<file path="config.mk">
export PLATFORM = sky130hd
export DESIGN_NAME = uart_rx_deserializer
export DESIGN_NICKNAME = d
export VERILOG_FILES = /design/src/rtl/uart_rx_deserializer.sv
export SDC_FILE = /design/constraint.sdc
export NUM_CORES = 1
export LEC_CHECK = 0
export ABC_AREA = 1
export BUFFER_PORTS_ARGS = -buffer_cell sky130_fd_sc_hd__buf_2
export CAP_MARGIN = 40
export CORE_ASPECT_RATIO = 0.6
export CORE_MARGIN = 3
export CORE_UTILIZATION = 46
export CTS_CLUSTER_SIZE = 10
export DETAILED_ROUTE_END_ITERATION = 12
export PLACE_DENSITY = 0.71
export SLEW_MARGIN = 30
export SYNTH_ARGS = -nofsm -noshare
export SYNTH_HDL_FRONTEND = slang
export SYNTH_SLANG_ARGS = --single-unit
export TNS_END_PERCENT = 50
</file>
<file path="constraint.sdc">
create_clock -name clk -period 3.45 [get_ports clk]
set_clock_uncertainty 0.2 [all_clocks]
set_input_delay 0 -clock clk [delete_from_list [all_inputs] [get_ports clk]]
set_output_delay 0 -clock clk [all_outputs]
set_load 0.05 [all_outputs]
</file>
<file path="src/rtl/uart_rx_deserializer.sv">
// UART receive frame engine: oversampled start detection, LSB-first deserialisation,
// optional parity and 1/2 stop bits, one-entry holding register with pop handshake.
module uart_rx_deserializer #(
    parameter int WIDTH       = 8,
    parameter int SAMPLE_RATE = 16,
    parameter bit USE_PARITY  = 1
) (
    input  logic             clk,
    input  logic             rst,
    input  logic [1:0]       cfg_parity,
    input  logic [1:0]       cfg_stop_bits,
    input  logic [15:0]      cfg_clk_div,
    input  logic             uart_rx,
    input  logic             rx_req,
    output logic [WIDTH-1:0] rx_data,
    output logic             rx_ready,
    output logic             parity_err,
    output logic             frame_err,
    output logic             overrun_err,
    output logic             busy
);
    localparam int SW = $clog2(SAMPLE_RATE);
    localparam int BW = (WIDTH > 1) ? $clog2(WIDTH) : 1;

    typedef enum logic [2:0] {S_IDLE, S_START, S_DATA, S_PARITY, S_STOP} state_t;

    state_t             state_q, state_d;
    logic               meta_q, rxs_q;
    logic [15:0]        div_cnt_q, div_cnt_d, div_m1;
    logic [SW-1:0]      scnt_q, scnt_d, scnt_tgt;
    logic [BW-1:0]      bitcnt_q, bitcnt_d;
    logic [WIDTH-1:0]   data_q, data_d;
    logic               perr_q, perr_d, ferr_q, ferr_d;
    logic               stop2_q, stop2_d, armed_q, armed_d;
    logic [1:0]         par_q, par_d;
    logic               two_stop_q, two_stop_d;
    logic [WIDTH-1:0]   rx_data_q, rx_data_d;
    logic               rx_ready_q, rx_ready_d, parity_err_q, parity_err_d;
    logic               frame_err_q, frame_err_d, overrun_err_q, overrun_err_d;
    logic               tick, smp, start_go, par_en, commit, pop;

    always_comb begin
        div_m1    = (cfg_clk_div == 16'd0) ? 16'd0 : cfg_clk_div - 16'd1;
        tick      = (div_cnt_q >= div_m1);
        // armed_q blocks re-triggering on a line that is still low after a commit (break)
        start_go  = (state_q == S_IDLE) && armed_q && !rxs_q;
        div_cnt_d = (start_go || tick) ? 16'd0 : div_cnt_q + 16'd1;
        scnt_tgt  = (state_q == S_START) ? SW'(SAMPLE_RATE / 2 - 1) : SW'(SAMPLE_RATE - 1);
        smp       = tick && (scnt_q == scnt_tgt) && (state_q != S_IDLE);
        if (state_q == S_IDLE) scnt_d = '0;
        else if (tick)         scnt_d = smp ? '0 : scnt_q + SW'(1);
        else                   scnt_d = scnt_q;
        par_en    = USE_PARITY && ((par_q == 2'd1) || (par_q == 2'd2));
    end

    always_comb begin
        state_d    = state_q;
        bitcnt_d   = bitcnt_q;
        data_d     = data_q;
        perr_d     = perr_q;
        ferr_d     = ferr_q;
        stop2_d    = stop2_q;
        armed_d    = armed_q;
        par_d      = par_q;
        two_stop_d = two_stop_q;
        commit     = 1'b0;
        case (state_q)
            S_IDLE: begin
                if (rxs_q) armed_d = 1'b1;
                if (start_go) begin
                    state_d    = S_START;
                    par_d      = cfg_parity;
                    two_stop_d = (cfg_stop_bits != 2'd0);
                    bitcnt_d   = '0;
                    data_d     = '0;
                    perr_d     = 1'b0;
                    ferr_d     = 1'b0;
                    stop2_d    = 1'b0;
                end
            end
            S_START: if (smp) state_d = rxs_q ? S_IDLE : S_DATA;
            S_DATA: if (smp) begin
                data_d[bitcnt_q] = rxs_q;
                if (bitcnt_q == BW'(WIDTH - 1)) state_d = par_en ? S_PARITY : S_STOP;
                else                            bitcnt_d = bitcnt_q + BW'(1);
            end
            S_PARITY: if (smp) begin
                perr_d  = (^data_q) ^ rxs_q ^ (par_q == 2'd1);
                state_d = S_STOP;
            end
            S_STOP: if (smp) begin
                ferr_d = ferr_q | !rxs_q;
                if (two_stop_q && !stop2_q) begin
                    stop2_d = 1'b1;
                end else begin
                    commit  = 1'b1;
                    state_d = S_IDLE;
                    armed_d = rxs_q;
                end
            end
            default: state_d = S_IDLE;
        endcase

        pop           = rx_req && rx_ready_q;
        rx_data_d     = commit ? data_q : rx_data_q;
        parity_err_d  = commit ? perr_q : parity_err_q;
        frame_err_d   = commit ? ferr_d : frame_err_q;
        rx_ready_d    = commit | (rx_ready_q & !pop);
        overrun_err_d = commit ? (rx_ready_q & !pop) : (overrun_err_q & !pop);
    end

    always_ff @(posedge clk or posedge rst) begin
        if (rst) begin
            meta_q        <= 1'b1;
            rxs_q         <= 1'b1;
            state_q       <= S_IDLE;
            div_cnt_q     <= '0;
            scnt_q        <= '0;
            bitcnt_q      <= '0;
            data_q        <= '0;
            perr_q        <= 1'b0;
            ferr_q        <= 1'b0;
            stop2_q       <= 1'b0;
            armed_q       <= 1'b1;
            par_q         <= '0;
            two_stop_q    <= 1'b0;
            rx_data_q     <= '0;
            rx_ready_q    <= 1'b0;
            parity_err_q  <= 1'b0;
            frame_err_q   <= 1'b0;
            overrun_err_q <= 1'b0;
        end else begin
            meta_q        <= uart_rx;
            rxs_q         <= meta_q;
            state_q       <= state_d;
            div_cnt_q     <= div_cnt_d;
            scnt_q        <= scnt_d;
            bitcnt_q      <= bitcnt_d;
            data_q        <= data_d;
            perr_q        <= perr_d;
            ferr_q        <= ferr_d;
            stop2_q       <= stop2_d;
            armed_q       <= armed_d;
            par_q         <= par_d;
            two_stop_q    <= two_stop_d;
            rx_data_q     <= rx_data_d;
            rx_ready_q    <= rx_ready_d;
            parity_err_q  <= parity_err_d;
            frame_err_q   <= frame_err_d;
            overrun_err_q <= overrun_err_d;
        end
    end

    assign rx_data     = rx_data_q;
    assign rx_ready    = rx_ready_q;
    assign parity_err  = parity_err_q;
    assign frame_err   = frame_err_q;
    assign overrun_err = overrun_err_q;
    assign busy        = (state_q != S_IDLE);
endmodule

</file>
==> impl_results.md <==
* Multi-input logic area at 0.00204 sq mm
* Ys Warns at 0
* Flop pwr share at 0.373
* Die area at 0.00910 sq mm
* Top-level I/O count at 37
* Routability congestion estimate from global placement at 0.853
* Critical path fanouts, max at 13
* TritonCTS buffer count at 5
* Max Cap Viol at 0
* CTS Buffer Depth at 2
* Wire per inst at 13.5 um
* Seq/Total Area, Yosys at 0.377
* Clk sinks at 55
* GR Util met2 at 0.266
* Combinational share of power at 0.399
* Share of cells above drive strength 1 at 0.191
* Worst-path clk slew at 0.07 ns
* Synth unique cells at 42
* HPWL Detailed at 6550 um
* Internal at 1.31 mW
* DR vias/cell at 5.11
* M3 GR Usage at 0.0458
* Non-Filler Instances at 623
* CTS Root Cell: clkbuf_16
* DP Cell Count at 608
* Post-Synthesis Cell Area at 0.00366 sq mm
* Worst-Skew Late Latency at 0.30 ns
* Finish-stage setup viols at 0
* Relative slew margins at 0.656
* Sw frac at 0.409
* DRT antenna net count at 0
* Post-synth EDFFs at 0
* M1 GR Usage at 0.305
* GRT Total Usage at 0.194
* Initial core utilization at 0.489
* Worst Setup Start Kind: input port
* Crit share post-route at 0.865
* Nets@finish at 565
* Worst endpoint data arrival time at 2.98 ns
* Avg Inst Size Synth at 7.77 sq um
* Vias at 3186
* Fmax at 0.335 GHz
* IO buf count at 36
* Hold Crit Class: input port to asynchronous set/reset pin
* Gr ovfl total at 0
* First-pass GRT wire length at 13900 um
* Static Leak at 2.11 nW
* Cells after Synth at 471
* # rows at 24
* Worst hold-check slack at 0.0727 ns
* Crit end category: register
* Max rail drop VDD at 275 uV
* Initial antenna violation count at 0
* CTS tree: yes
* Status: finished clean
* Synth Flop Type: dfrtp_1
* Slew Limit Fails at 0
* RSZ-0062 raised after global routing: no
* Initial detailed-routing violation count at 264
* CP required at 3.44 ns
* DRC at 0
* Clock power frac at 0.228
* Final Hold Fails at 0
* H-tree depth at 2
* Diode count at 0
* Vias in the first global route at 2935
* Area grow syn2layout at 13.8%
* Power per cell area at 531 mW/mm^2
* Placeable core region at 0.00748 sq mm
* DRT Wirelength at 8440 um
* Reg area at 0.00138 sq mm
* Fillers at 694
* Post-synthesis sequential element count at 55
* Largest net degree at the start of global routing at 32
* TNS Setup at 0 ns
* GRT busiest layer: met1
* Post-synth ARST share at 1.00
* Worst-Margin Slew at 0.515 ns
* Synth Net Count at 518
* Tmin final at 2.99 ns
* P_sw at 903 uW
* Die height at 75.1 um
* CP Class: input port to register
* DIE WIDTH at 121 um
* Pre-antenna DRT Iters at 5
## critical path, stage by stage
cell and delay [ns]:
buf_2 0.11, nor2_1 0.18, nand4_1 0.17, inv_1 0.09
nand2_1 0.07, nor3_1 0.36, nand3_1 0.18, xor2_1 0.17
nand2_1 0.07, ha_1 0.31, nand2_1 0.10, nor3_1 0.22
nand2_1 0.09, nand2_2 0.18, nand2_8 0.13, nor2_4 0.23
inv_2 0.16, nand3_1 0.09, o21ai_1 0.06
## worst paths after layout
check | from | to | slack (ns) | depth (start not counted)
setup / recovery | cfg_clk_div[1] | overrun_err$_DFF_PP0_ | 0.46 | 19
hold / removal | rst | overrun_err$_DFF_PP0_ | 0.07 | 3
setup reg to reg | div_cnt_q[7]$_DFF_PP0_ | overrun_err$_DFF_PP0_ | 0.99 | 14
hold reg to reg | meta_q$_DFF_PP1_ | rxs_q$_DFF_PP1_ | 0.16 | 0
max in group asynchronous | rst | meta_q$_DFF_PP1_ | 2.13 | 4
min in group clk | uart_rx | meta_q$_DFF_PP1_ | 0.14 | 2
## power by group through the flow
| stage | sequential (mW) | clock [mW] | combinational [mW] |
|---|---|---|---|
| after floorplan | 0.817 | 0 | 0.687 |
| after global placement | 0.832 | 0 | 0.829 |
| after detailed placement | 0.836 | 0 | 0.861 |
| after CTS | 0.823 | 0.512 | 0.879 |
| after global routing | 0.836 | 0.539 | 0.990 |
| final | 0.824 | 0.504 | 0.883 |
## registers in the layout, summed over array words and instances, names as in the netlist, 2 cells and up
| name | count |
|---|---|
| bitcnt_q | 3 |
| data_q | 8 |
| div_cnt_q | 16 |
| par_q | 2 |
| rx_data | 8 |
| scnt_q | 4 |
| state_q | 3 |
## metal layers
metal | part of all wire | wire length [um]
met2 | 0.39 | 3310
met3 | 0.057 | 483
met4 | 0.0095 | 80
met5 | 0 | 0
met1 | 0.54 | 4570
## area by class of cell
class                      instances  area share
sequential                        55       0.331
timing repair buffer              45      0.0637
inverter                          53      0.0484
tap                              104      0.0313
clock inverter                     2     0.00331
clock buffer                       6      0.0309
multi-input combinational        358       0.491
## synth_stat cells (8+ instances only)
cell type,n,area share
nand2_1,137,0.14
dfrtp_1,52,0.36
inv_1,40,0.041
nor2_1,40,0.041
ha_1,23,0.079
nand3_1,23,0.031
nor3_1,20,0.027
o21ai_0,15,0.021
xnor2_1,14,0.034
inv_2,12,0.012
a21oi_1,11,0.015
xor2_1,9,0.022
o211ai_1,8,0.016
## repair_timing
item                                   4_1_cts  5_1_grt
resized for setup                            0        0
hold buffers                                 7        0
buffers inserted                             0        0
endpoints found under the hold margin       30        0
## cells in the final DEF, fill, tap and decap left out, types with 2 or more instances in the layout
master	netlist	final
nand2_4	3	3
xor2_1	9	9
dfrtp_1	52	52
o21ai_1	4	4
buf_4	1	2
nand4_1	6	6
nand2_2	7	7
a21oi_1	11	11
o21ai_0	15	15
inv_1	40	39
buf_2	3	36
nor3_4	2	2
nor2_1	40	40
dfstp_2	3	3
o211ai_1	8	8
or2_2	5	5
nor3_1	20	20
o21ai_2	3	3
nand2_1	137	137
ha_1	23	23
clkbuf_16	0	5
dlygate4sd3_1	0	7
inv_2	12	13
nor4_1	3	3
xnor2_1	14	14
nor3b_1	4	4
nand3_1	23	23
nor2_2	6	6
nor2_4	2	2
## stage by stage
stage / instance area [sq um] / worst slack (ns) / util / total power [mW]
after floorplan: 3660 / 0.924 / - / 1.50
after global placement: 3950 / 0.359 / 0.528 / 1.66
after detailed placement: 3950 / 0.205 / 0.528 / 1.70
after CTS: 4160 / 0.517 / 0.557 / 2.21
after global routing: 4160 / 0.148 / 0.557 / 2.36
final: 4160 / 0.464 / 0.557 / 2.21
## cells by family (layout without fill, tap and decap cells)
| group | after synthesis | count (layout) | synth area share |
|---|---|---|---|
| adders and majority gates | 23 | 23 | 0.0786 |
| and+or+nand+nor | 266 | 266 | 0.348 |
| buffers and inverters | 58 | 106 | 0.0643 |
| DFF | 55 | 55 | 0.377 |
| AOI/OAI and AO/OA | 46 | 46 | 0.0773 |
| xor gates and xnor gates | 23 | 23 | 0.0550 |
(Power assumes the default switching activity.)
